<file path="config.mk">
export PLATFORM = sky130hd
export DESIGN_NAME = biquad8_coeff_loader
export DESIGN_NICKNAME = d
export VERILOG_FILES = /design/src/rtl/biquad8_coeff_loader.sv
export SDC_FILE = /design/constraint.sdc
export NUM_CORES = 1
export LEC_CHECK = 0
export CAP_MARGIN = 20
export CORE_ASPECT_RATIO = 1.2
export CORE_MARGIN = 2
export CORE_UTILIZATION = 65
export DETAILED_ROUTE_END_ITERATION = 10
export MAX_ROUTING_LAYER = met4
export PLACE_DENSITY = 0.84
export SLEW_MARGIN = 10
export SYNTH_ARGS = -nofsm -noshare
export SYNTH_HDL_FRONTEND = slang
export SYNTH_SLANG_ARGS = --single-unit
</file>
<file path="constraint.sdc">
create_clock -name wb_clk_i -period 4.17 [get_ports wb_clk_i]
set_input_delay 0.6255 -clock wb_clk_i [delete_from_list [all_inputs] [get_ports wb_clk_i]]
set_output_delay 0.6255 -clock wb_clk_i [all_outputs]
set_load 0.02 [all_outputs]
</file>
<file path="src/rtl/biquad8_coeff_loader.sv">
`default_nettype none
// +--------------------------------------------------------------------------+
// | biquad8_coeff_loader: replays a local coefficient table as WISHBONE      |
// | single writes into a biquad8 target, optionally followed by an update.   |
// | Option macro: BIQUAD8_LOADER_TIMEOUT_EN (response timeout, retry limit). |
// | Revision: 1.0                                                            |
// +--------------------------------------------------------------------------+
module biquad8_coeff_loader #(
    parameter int NENTRY     = 32,
    parameter int AW         = $clog2(NENTRY),
    parameter int GAP_CYCLES = 1
) (
    input  logic          wb_clk_i,
    input  logic          wb_rst_i,
    input  logic          tbl_wr_i,
    input  logic [AW-1:0] tbl_adr_i,
    input  logic [22:0]   tbl_dat_i,
    input  logic [AW:0]   nentry_i,
    input  logic          update_i,
    input  logic          start_i,
    output logic          busy_o,
    output logic          done_o,
    output logic          err_o,
    output logic          wb_cyc_o,
    output logic          wb_stb_o,
    output logic          wb_we_o,
    output logic [6:0]    wb_adr_o,
    output logic [31:0]   wb_dat_o,
    output logic [3:0]    wb_sel_o,
    input  logic          wb_ack_i,
    input  logic          wb_err_i,
    input  logic          wb_rty_i,
    input  logic [31:0]   wb_dat_i
);
    localparam logic [2:0]  c_ST_IDLE   = 3'd0;
    localparam logic [2:0]  c_ST_FETCH  = 3'd1;
    localparam logic [2:0]  c_ST_WRITE  = 3'd2;
    localparam logic [2:0]  c_ST_GAP    = 3'd3;
    localparam logic [2:0]  c_ST_UPDATE = 3'd4;
    localparam logic [2:0]  c_ST_DONE   = 3'd5;
    localparam logic [3:0]  c_GAP       = 4'(GAP_CYCLES);
    localparam logic [AW:0] c_NENTRY    = (AW+1)'(NENTRY);
    localparam logic [AW:0] c_ONE       = (AW+1)'(1);

    logic [2:0]  state_q, state_d;
    logic [AW:0] ptr_q, ptr_d;
    logic [AW:0] nent_q, nent_d;
    logic        upd_q, upd_d;
    logic        busy_q, busy_d;
    logic        done_q, done_d;
    logic        err_q, err_d;
    logic        cyc_q, cyc_d;
    logic [3:0]  gap_q, gap_d;
    logic [22:0] rd_q;
    logic [22:0] mem_q [NENTRY];
`ifdef BIQUAD8_LOADER_TIMEOUT_EN
    logic [15:0] tmo_q, tmo_d;
    logic [7:0]  rcnt_q, rcnt_d;
`endif

    logic [AW:0] w_nent;
    logic        w_resp;
    logic        w_last;
    logic        w_unused;

    assign w_nent   = (nentry_i > c_NENTRY) ? c_NENTRY : nentry_i;
    assign w_resp   = cyc_q & (wb_ack_i | wb_err_i | wb_rty_i);
    assign w_last   = ((ptr_q + c_ONE) == nent_q);
    assign w_unused = ^wb_dat_i;

    always_ff @(posedge wb_clk_i) begin
        if (tbl_wr_i && !busy_q)
            mem_q[tbl_adr_i] <= tbl_dat_i;
        if (state_q == c_ST_FETCH)
            rd_q <= mem_q[ptr_q[AW-1:0]];
    end

    always_ff @(posedge wb_clk_i) begin
        if (wb_rst_i) begin
            state_q <= c_ST_IDLE;
            ptr_q   <= '0;
            nent_q  <= '0;
            upd_q   <= 1'b0;
            busy_q  <= 1'b0;
            done_q  <= 1'b0;
            err_q   <= 1'b0;
            cyc_q   <= 1'b0;
            gap_q   <= '0;
`ifdef BIQUAD8_LOADER_TIMEOUT_EN
            tmo_q   <= '0;
            rcnt_q  <= '0;
`endif
        end else begin
            state_q <= state_d;
            ptr_q   <= ptr_d;
            nent_q  <= nent_d;
            upd_q   <= upd_d;
            busy_q  <= busy_d;
            done_q  <= done_d;
            err_q   <= err_d;
            cyc_q   <= cyc_d;
            gap_q   <= gap_d;
`ifdef BIQUAD8_LOADER_TIMEOUT_EN
            tmo_q   <= tmo_d;
            rcnt_q  <= rcnt_d;
`endif
        end
    end

    always_comb begin
        state_d = state_q;
        ptr_d   = ptr_q;
        nent_d  = nent_q;
        upd_d   = upd_q;
        busy_d  = busy_q;
        err_d   = err_q;
        gap_d   = gap_q;
        done_d  = (state_q == c_ST_DONE);
`ifdef BIQUAD8_LOADER_TIMEOUT_EN
        tmo_d   = cyc_q ? (tmo_q + 16'd1) : 16'd0;
        rcnt_d  = rcnt_q;
`endif
        case (state_q)
            c_ST_IDLE: begin
                if (start_i) begin
                    nent_d = w_nent;
                    upd_d  = update_i;
                    ptr_d  = '0;
                    err_d  = 1'b0;
                    busy_d = 1'b1;
`ifdef BIQUAD8_LOADER_TIMEOUT_EN
                    rcnt_d = '0;
`endif
                    if (w_nent != '0)
                        state_d = c_ST_FETCH;
                    else if (update_i)
                        state_d = c_ST_UPDATE;
                    else
                        state_d = c_ST_DONE;
                end
            end
            c_ST_FETCH: state_d = c_ST_WRITE;
            c_ST_WRITE, c_ST_UPDATE: begin
                if (cyc_q) begin
                    if (wb_err_i) begin
                        err_d   = 1'b1;
                        state_d = c_ST_DONE;
                    end else if (wb_ack_i) begin
`ifdef BIQUAD8_LOADER_TIMEOUT_EN
                        rcnt_d = '0;
`endif
                        if (state_q == c_ST_UPDATE) begin
                            state_d = c_ST_DONE;
                        end else begin
                            ptr_d = ptr_q + c_ONE;
                            if (w_last)
                                state_d = upd_q ? c_ST_UPDATE : c_ST_DONE;
                            else if (c_GAP == 4'd0)
                                state_d = c_ST_FETCH;
                            else begin
                                state_d = c_ST_GAP;
                                gap_d   = c_GAP - 4'd1;
                            end
                        end
                    end else if (wb_rty_i) begin
                        if (c_GAP == 4'd0)
                            state_d = (state_q == c_ST_UPDATE) ? c_ST_UPDATE : c_ST_FETCH;
                        else begin
                            state_d = c_ST_GAP;
                            gap_d   = c_GAP - 4'd1;
                        end
`ifdef BIQUAD8_LOADER_TIMEOUT_EN
                        rcnt_d = rcnt_q + 8'd1;
                        if (rcnt_q == 8'hFF) begin
                            err_d   = 1'b1;
                            state_d = c_ST_DONE;
                        end
                    end else if (tmo_q == 16'hFFFF) begin
                        err_d   = 1'b1;
                        state_d = c_ST_DONE;
`endif
                    end
                end
            end
            c_ST_GAP: begin
                // ptr only reaches nent once every entry is acked, so a retried update lands here
                if (gap_q == 4'd0)
                    state_d = (ptr_q == nent_q) ? c_ST_UPDATE : c_ST_FETCH;
                else
                    gap_d = gap_q - 4'd1;
            end
            c_ST_DONE: begin
                busy_d  = 1'b0;
                state_d = c_ST_IDLE;
            end
            default: state_d = c_ST_IDLE;
        endcase
        // A response always drops cyc for at least one cycle, even on WRITE->UPDATE
        cyc_d = ((state_d == c_ST_WRITE) || (state_d == c_ST_UPDATE)) && !w_resp;
    end

    always_comb begin
        wb_adr_o = '0;
        wb_dat_o = '0;
        wb_sel_o = '0;
        if (cyc_q) begin
            wb_sel_o = 4'hF;
            if (state_q == c_ST_UPDATE) begin
                wb_adr_o = 7'h00;
                wb_dat_o = 32'h0000_0001;
            end else begin
                wb_adr_o = {rd_q[22:18], 2'b00};
                wb_dat_o = {14'b0, rd_q[17:0]};
            end
        end
    end

    assign wb_cyc_o = cyc_q;
    assign wb_stb_o = cyc_q;
    assign wb_we_o  = cyc_q;
    assign busy_o   = busy_q;
    assign done_o   = done_q;
    assign err_o    = err_q;
endmodule
`default_nettype wire
</file>
==> results of run 1 <==
==> report_power, final <==
part	switching (W)	total [W]	leakage (nW)	internal, W
clock	0.00288	0.00663	1.15	0.00375
combinational	0.000588	0.00113	2.45	0.000542
sequential	0.0000687	0.00878	7.03	0.00871
total	0.00353	0.0165	10.6	0.0130
==> flip-flops by register name, summed over array words and instances (netlist names) <==
signal / flops
nent_q: 6
upd_q: 1
gap_q: 4
rd_q: 23
ptr_q: 6
wb_cyc_o: 1
done_o: 1
mem_q: 736
busy_o: 1
err_o: 1
state_q: 3
==> cell type report <==
type | count | area [sq um]
clock inverters | 43 | 418
inverters | 3 | 11.3
fillers | 2304 | 11100
flip-flops and latches | 783 | 23300
multi-input cells | 483 | 6940
clock buffers | 88 | 1930
diodes | 1 | 2.50
well taps | 616 | 771
repair buffers | 151 | 1570
==> cells in the final DEF (no fill, tap or decap), drive strengths merged, types with 3 or more instances in the layout <==
master	n
and2	23
xor2	3
bufinv	7
o21ai	5
edfxtp	759
a21oi	19
clkbuf	88
inv	8
nor3b	3
a31oi	5
nor2	56
nor3	9
conb	16
nand3b	9
nand2	22
nand2b	8
o21bai	3
nand3	6
mux2	24
buf	77
mux4	230
clkdlybuf4s50	74
clkinv	29
xnor2	8
dfxtp	24
or3	6
==> worst paths after layout <==
| kind | to | slack, ns | cells after the start | start |
|---|---|---|---|---|
| worst max-delay path | wb_dat_o[9] | 0.74 | 6 | state_q[1] |
| worst min-delay path | nent_q[4] | 0.48 | 2 | nent_q[4] |
| worst max register to register | rd_q[13] | 1.22 | 4 | ptr_q[0] |
| worst min register to register | nent_q[4] | 0.48 | 2 | nent_q[4] |
==> worst max-delay path, cell delays in order (launching register included) <==
cell and delay (ns):
dfxtp_1 0.48, nand2b_1 0.20, nor2_1 0.11, nor2b_1 0.22
buf_4 0.33, and2_1 0.22, clkdlybuf4s50_1 0.63
==> through the flow <==
step | total power (W) | hold WS (ns) | area, sq um | cells
2_1_floorplan | 0.00964 | 0.437 | 30500 | 1357
6_report | 0.0165 | 0.476 | 34900 | 2168
3_3_place_gp | 0.00999 | 0.455 | 32300 | 2021
3_5_place_dp | 0.0100 | 0.467 | 32300 | 2021
4_1_cts | 0.0166 | 0.478 | 34700 | 2152
5_1_grt | 0.0169 | 0.497 | 34900 | 2168
==> cell families after synthesis <==
kind of cell	share of synthesized area [%]
other cells	0.0123
simple gates	2.60
buf+inv	1.65
mux	17.9
xor+xnor	0.317
fa+ha+maj	0.0822
flops	76.5
compound gates	0.974
==> metal layers <==
layer | wire [um] | vias to the layer above
li1 | - | 5927
met5 | 0 | -
met4 | 2600 | 0
met2 | 39000 | 1183
met1 | 26400 | 7917
met3 | 8330 | 174
==> results.json, run 1 <==
{
  "syn_area_per_cell_sq_um": 22.7,
  "max-vdd-ir-drop_uv": 454,
  "vias_per_cell": 7.01,
  "worst_ep_arrival_time_ns": 2.81,
  "crit_fanout": 19,
  "worst_slew_pin_slew_ns": 1.10,
  "fin_crit_ns": 3.43,
  "drt-initial-drc-count": 2244,
  "start_util_pct": 66.1,
  "synth_cells": 1342,
  "period_share_pct": 82.3,
  "met3_usage_pct": 6.36,
  "routed_wl_um": 76200,
  "hold_viol": 0,
  "clk_pin_slew_worst_paths_ns": 0.07,
  "vias": 15200,
  "dieArea_sq_um": 48600,
  "min_path_type": "reg -> reg",
  "synthArstFlopShare_pct": 0,
  "crit_type": "reg -> out",
  "critPathCaptureType": "primary output",
  "io_buffers": 74,
  "grtUsageMet1_pct": 43.9,
  "grt_usage_pct": 33.7,
  "status": "finished, final reports clean",
  "cp.required_ns": 3.54,
  "setup_violations": 0,
  "fin_nets": 1570,
  "p_per_area_nw_per_um2": 474,
  "drive_gt1_share_pct": 30.7,
  "rsz0062_at_grt": "no",
  "numCtsBuffers": 72,
  "max_clock_freq_mhz": 291,
  "yosysUniqueCellTypes": 53,
  "busiest_layer": "met2",
  "grt_pass1_wl_um": 111000,
  "wl_per_cell_um": 35.2,
  "drtAntennaViolNets": 0,
  "post-route-util_pct": 75.8,
  "cts_root_buffer": "clkbuf_16",
  "syn_area_sq_um": 30400,
  "synthMostInstantiatedCell": "edfxtp_1",
  "coreArea_sq_um": 46100,
  "slew_headroom_pct": 26.3,
  "die_width_um": 202,
  "die_h_um": 241,
  "post-cts-setup-buffers": 0,
  "synth_area_leader_cell": "edfxtp_1",
  "ys_ff_latch": 783,
  "clk_latency_ns": 0.60,
  "drc_errors": 0,
  "synth_ff_type": "edfxtp_1",
  "use_met2_pct": 54.7,
  "row_count": 86,
  "synth_common_cells": "759 x edfxtp_1, 230 x mux4_2, 56 x nor2_1",
  "cellLeakagePower_nw": 10.6,
  "cts.path.max_buffers": 3,
  "synth_edf_count": 759,
  "first_pass_iters": 8,
  "synth-seq-area-share_pct": 76.5,
  "grt_antenna_before_repair": 1,
  "tns_ns": 0,
  "postCtsHoldBufs": 0,
  "yosys.area.top_type_share_pct": 74.9,
  "areaGrowthSynthToFinish_pct": 14.7,
  "gp_congestion": 0.932,
  "setup_slack_ns": 0.738,
  "grt-ovfl-total": 0,
  "finalMaxSlewViolations": 0,
  "cts_sinks": 783,
  "start_kind": "register",
  "dp_worst_setup_slack_ns": 0.927,
  "ctsResizeCount": 0,
  "dp_hpwl_um": 38800,
  "synth.area.top_cells": "edfxtp_1 75%, mux4_2 17%, dfxtp_1 1.6%, mux2_2 0.85%, buf_4 0.69%",
  "io_pins": 123,
  "htree_num_levels": 3,
  "yosys_warnings": 0,
  "grt_pass1_vias": 15800,
  "grt_max_degree": 52,
  "cap_violations": 0,
  "skew_ns": 0.0240,
  "cts_tree": "yes"
}
Note: power is estimated with default switching activity, not from simulation.
==> inputs of run 2 (changes only) <==
Settings changed: CORE_UTILIZATION 65 to 60, PLACE_DENSITY 0.84 to 0.79.
Clock period 4.17 ns to 3.19 ns, I/O delays scaled along.
==> run 2 against run 1 <==
Net effect: sequential power up 31%; clock skew fell by 0.0076 ns; worst hold slack worse by 0.0018 ns; cell count is 1.6% higher; die area grew 8.2%; clock power is 26% higher; utilization is 6.1 points lower; flip-flop and latch count did not move; first-iteration DRC count decreased by 1.6%; via count is 1.4% lower; setup slack worse by 0.64 ns; global-route usage down 2.8 points; critical endpoint is now wb_dat_o[1]; highest routed layer unchanged.
==> results.json, run 2 (synthesis results as in run 1) <==
{
  "status": "finished, final reports clean",
  "gp_congestion": 0.850,
  "skew_ns": 0.0165,
  "drtAntennaViolNets": 0,
  "cts_tree": "yes",
  "drc_errors": 0,
  "dieArea_sq_um": 52600,
  "grt_max_degree": 61,
  "grt_pass1_vias": 15600,
  "io_pins": 123,
  "largest_register_ffs": 736,
  "die_width_um": 210,
  "totalPowerFinal_w": 0.0213,
  "slew_headroom_pct": 24.2,
  "die_h_um": 251,
  "cts_root_buffer": "clkbuf_16",
  "crit_path_cell_trace": "nor2_2 > nor2b_2 > buf_6 > and2_1 > clkdlybuf4s50_1",
  "vias": 15000,
  "clk_pin_slew_worst_paths_ns": 0.06,
  "rsz0062_at_grt": "no",
  "start_kind": "register",
  "grt-ovfl-total": 0,
  "grt_usage_pct": 30.9,
  "areaGrowthSynthToFinish_pct": 15.0,
  "cts.path.max_buffers": 3,
  "dp_hpwl_um": 38200,
  "start_util_pct": 60.6,
  "postCtsHoldBufs": 0,
  "vias_per_cell": 6.81,
  "max-vdd-ir-drop_uv": 448,
  "p_per_area_nw_per_um2": 609,
  "row_count": 90,
  "tns_ns": 0,
  "htree_num_levels": 3,
  "max_clock_freq_mhz": 324,
  "worst_slew_pin_slew_ns": 1.13,
  "hp-start": "nent_q[3]",
  "hold_viol": 0,
  "crit_fanout": 19,
  "period_share_pct": 96.8,
  "cellLeakagePower_nw": 10.7,
  "fin_crit_ns": 3.09,
  "cp_slowest_stage_delay_ns": 0.61,
  "worst_ep_arrival_time_ns": 2.61,
  "drive_gt1_share_pct": 31.0,
  "grt_pass1_wl_um": 110000,
  "fin_nets": 1577,
  "numCtsBuffers": 73,
  "reg_top3": "mem_q x736, rd_q x23",
  "top_register": "mem_q",
  "setup_violations": 0,
  "cp-startpoint": "state_q[0]",
  "crit_type": "reg -> out",
  "crit_slowest_cell": "clkdlybuf4s50_1",
  "cp.required_ns": 2.71,
  "drt-initial-drc-count": 2208,
  "hold_ws_ns": 0.474,
  "first_pass_iters": 5,
  "finalMaxSlewViolations": 0,
  "final_cell_mix": "759 x edfxtp_1, 230 x mux4_2, 77 x clkbuf_16",
  "critPathCaptureType": "primary output",
  "reg2reg_from": "ptr_q[0]",
  "coreArea_sq_um": 50200,
  "wl_per_cell_um": 34.5,
  "io_buffers": 74,
  "routed_wl_um": 76000,
  "cts_sinks": 783,
  "clk_latency_ns": 0.62,
  "grt_antenna_before_repair": 2,
  "post-cts-setup-buffers": 0,
  "cap_violations": 0,
  "final_common_cell": "edfxtp_1",
  "min_path_type": "reg -> reg"
}
run 2: cell type report:
type                    instances  area, sq um
clock inverters                39          268
flip-flops and latches        783        23300
inverters                       3         11.3
repair buffers                157         1690
multi-input cells             483         6970
clock buffers                  91         1980
diodes                          2         5.00
fillers                      2837        15200
well taps                     644          806
run 2: path summary, 6_finish.rpt:
kind                            slack, ns           to  cells past startpoint
worst max-delay path                 0.10  wb_dat_o[1]                      5
worst min register to register       0.47    nent_q[3]                      2
worst min-delay path                 0.47    nent_q[3]                      2
worst max register to register       0.41      rd_q[8]                      4
run 2: metrics by stage:
stage                     std cells  util [%]  area [sq um]  setup slack (ns)
after floorplan                1357         -         30500             0.735
after global placement         2064      65.0         32700             0.466
after detailed placement       2064      65.0         32700             0.439
after CTS                      2194      69.5         34900            0.0430
after global routing           2202      69.7         35000            0.0239
final                          2202      69.7         35000             0.102
run 2: report_power, final:
part	internal, W	switching, W	total, W	leakage, nW
clock	0.00465	0.00372	0.00837	1.12
sequential	0.0114	0.0000740	0.0115	7.03
combinational	0.000709	0.000783	0.00149	2.53
run 2: metal layers:
metal  part of all wire (%)  wire, um  up-vias  track usage (%)
met4                    3.1      2380        0             11.9
met3                     10      7720      168             5.60
met5                      0         0        -                -
met2                     52     39300     1024             50.2
met1                     35     26700     7866             39.6
li1                       -         -     5930                -
run 2: critical path: cells and delay by family (launching register included):
family	cells	cell delay [ns]
flops	1	0.59
simple gates	3	0.53
buf+inv	2	0.86
run 2: timing repair:
action	in CTS	in global routing
hold endpoints to repair	0	0
resized for setup	10	2
endpoints found under the setup margin	18	11
==> inputs of run 3 (changes only) <==
Settings changed: CORE_ASPECT_RATIO 1.2 to default.
==> run 3 against run 2 <==
Net effect: combinational power about the same; clock skew up 0.0092 ns; largest power group unchanged; largest cell class unchanged; count of clock-buffer cells in the layout up 5; worst hold slack worse by 0.0093 ns; first-iteration DRC count down 3.0%; power up 3.0%; sequential share of layout area down 0.55 points; register-to-register slack better by 0.03 ns; design area up 0.83%; non-clock buffer count up 15; sequential power about the same; highest routed layer unchanged; via count up 1.1%.
==> results.json, run 3 (synthesis results as in run 1) <==
{
  "status": "finished, final reports clean",
  "grt-ovfl-total": 0,
  "die_h_um": 229,
  "setup_slack_ns": 0.142,
  "clkPwrFrac_pct": 41.0,
  "worst_slew_pin_slew_ns": 1.10,
  "critPathCaptureType": "primary output",
  "vias": 15100,
  "worst_ep_arrival_time_ns": 2.57,
  "hold_path_depth": 2,
  "crit_slowest_cell": "clkdlybuf4s50_1",
  "areaGrowthSynthToFinish_pct": 16.0,
  "largest_register_ffs": 736,
  "crit_type": "reg -> out",
  "grt_pass1_vias": 15600,
  "skew_ns": 0.0257,
  "clk_latency_ns": 0.61,
  "crit_path_cell_trace": "nor2_2 > nor2b_1 > buf_6 > and2_1 > clkdlybuf4s50_1",
  "p_int_w": 0.0173,
  "grt_pass1_wl_um": 108000,
  "cts_tree": "yes",
  "first_pass_iters": 6,
  "coreArea_sq_um": 50100,
  "io_buffers": 74,
  "vias_per_cell": 6.71,
  "gp_congestion": 0.865,
  "worstHoldEndpoint": "upd_q",
  "cap_violations": 0,
  "cp.required_ns": 2.71,
  "reg2regPathDepth": 4,
  "final_common_cell": "edfxtp_1",
  "routed_wl_um": 74400,
  "period_share_pct": 95.6,
  "min_path_type": "reg -> reg",
  "pwr-share-seq_pct": 52.2,
  "htree_num_levels": 3,
  "comb_power_share_pct": 6.8,
  "cp_slowest_stage_delay_ns": 0.62,
  "p_per_area_nw_per_um2": 622,
  "postCtsHoldBufs": 0,
  "clk_pin_slew_worst_paths_ns": 0.06,
  "numCtsBuffers": 78,
  "cts_root_buffer": "clkbuf_16",
  "grt_max_degree": 65,
  "grt_usage_pct": 30.0,
  "io_pins": 123,
  "hold_viol": 0,
  "cts.path.max_buffers": 3,
  "drc_errors": 0,
  "setup_violations": 0,
  "reg2reg_from": "ptr_q[0]",
  "hp-start": "upd_q",
  "critPathBufInv": 2,
  "rsz0062_at_grt": "no",
  "finalMaxSlewViolations": 0,
  "grt_antenna_before_repair": 1,
  "ctsResizeCount": 0,
  "die_width_um": 229,
  "max-vdd-ir-drop_uv": 524,
  "fin_nets": 1597,
  "start_kind": "register",
  "p_switching_w": 0.00468,
  "start_util_pct": 60.8,
  "drive_gt1_share_pct": 31.8,
  "post-cts-setup-buffers": 0,
  "row_count": 82,
  "wl_per_cell_um": 32.9,
  "drt-initial-drc-count": 2142,
  "r2r-end": "rd_q[5]",
  "reg_top3": "mem_q x736, rd_q x23",
  "final_cell_mix": "759 x edfxtp_1, 230 x mux4_2, 83 x clkbuf_16",
  "tns_ns": 0,
  "dp_worst_setup_slack_ns": 0.407,
  "cellLeakagePower_nw": 10.8,
  "dieArea_sq_um": 52500,
  "max_clock_freq_mhz": 328,
  "crit_fanout": 22,
  "drtAntennaViolNets": 0,
  "r2r_setup_slack_ns": 0.44,
  "fin_crit_ns": 3.05,
  "cts_sinks": 783,
  "swShare_pct": 21.3,
  "critPathTopFamily": "buffers and inverters",
  "slew_headroom_pct": 26.7,
  "dp_hpwl_um": 39400,
  "top_register": "mem_q"
}
-- run 3: cell count changes in the layout (fill, tap and decap cells not counted), moves of 2 or more --
cell and change:
buf_4 +25, buf_12 -10, clkdlybuf4s50_1 +8, dlygate4sd2_1 -8, clkinv_1 +7, clkinv_2 -7
clkbuf_16 +6, bufinv_16 +2, clkinv_4 +2, clkinv_8 +2, clkinvlp_4 +2
-- run 3: final cells by class --
class / instances / area, sq um
Antenna cell: 1 / 2.50
Clock buffer: 96 / 2130
Clock inverter: 47 / 384
Fill cell: 2895 / 14800
Inverter: 3 / 11.3
Multi-Input combinational cell: 483 / 6960
Sequential cell: 783 / 23300
Tap cell: 672 / 841
Timing Repair Buffer: 172 / 1690
-- run 3: per-layer routing --
layer | track usage [%] | up-vias | wire (um)
met5 | - | - | 0
met4 | 10.1 | 0 | 2540
met3 | 6.74 | 185 | 7920
met2 | 47.2 | 1054 | 37200
met1 | 39.7 | 7926 | 26700
li1 | - | 5983 | -
-- run 3: how the worst max path moves through the flow --
stage / startpoint / endpoint / cells past startpoint
floorplan: busy_o / mem_q[12][0] / 4
global placement: ptr_q[0] / rd_q[5] / 4
detailed placement: ptr_q[0] / rd_q[5] / 4
CTS: state_q[1] / wb_dat_o[10] / 6
global route: state_q[0] / wb_dat_o[11] / 5
finish: state_q[0] / wb_dat_o[10] / 5
-- run 3: power groups by stage --
stage                     Sequential [W]  Clock, W  Combinational [W]
after floorplan                   0.0116         0           0.000961
after global placement            0.0117         0            0.00144
after detailed placement          0.0117         0            0.00147
after CTS                         0.0115   0.00907            0.00150
after global routing              0.0115   0.00946            0.00160
final                             0.0115   0.00900            0.00150
-- run 3: per-stage QoR --
step                      hold WS, ns  util (%)  power (W)  cells  cell area (sq um)
after global routing            0.470      70.5     0.0225   2257              35300
after floorplan                 0.437         -     0.0126   1357              30500
after global placement          0.455      65.3     0.0131   2107              32700
final                           0.465      70.5     0.0220   2257              35300
after detailed placement        0.451      65.3     0.0132   2107              32700
after CTS                       0.458      70.3     0.0220   2250              35200
-- run 3: worst register-to-register path, stage by stage, from the launching register on --
cell and delay [ns]:
dfxtp_4 0.62, buf_4 0.48, mux4_2 0.61, mux4_2 0.50, mux2_2 0.29
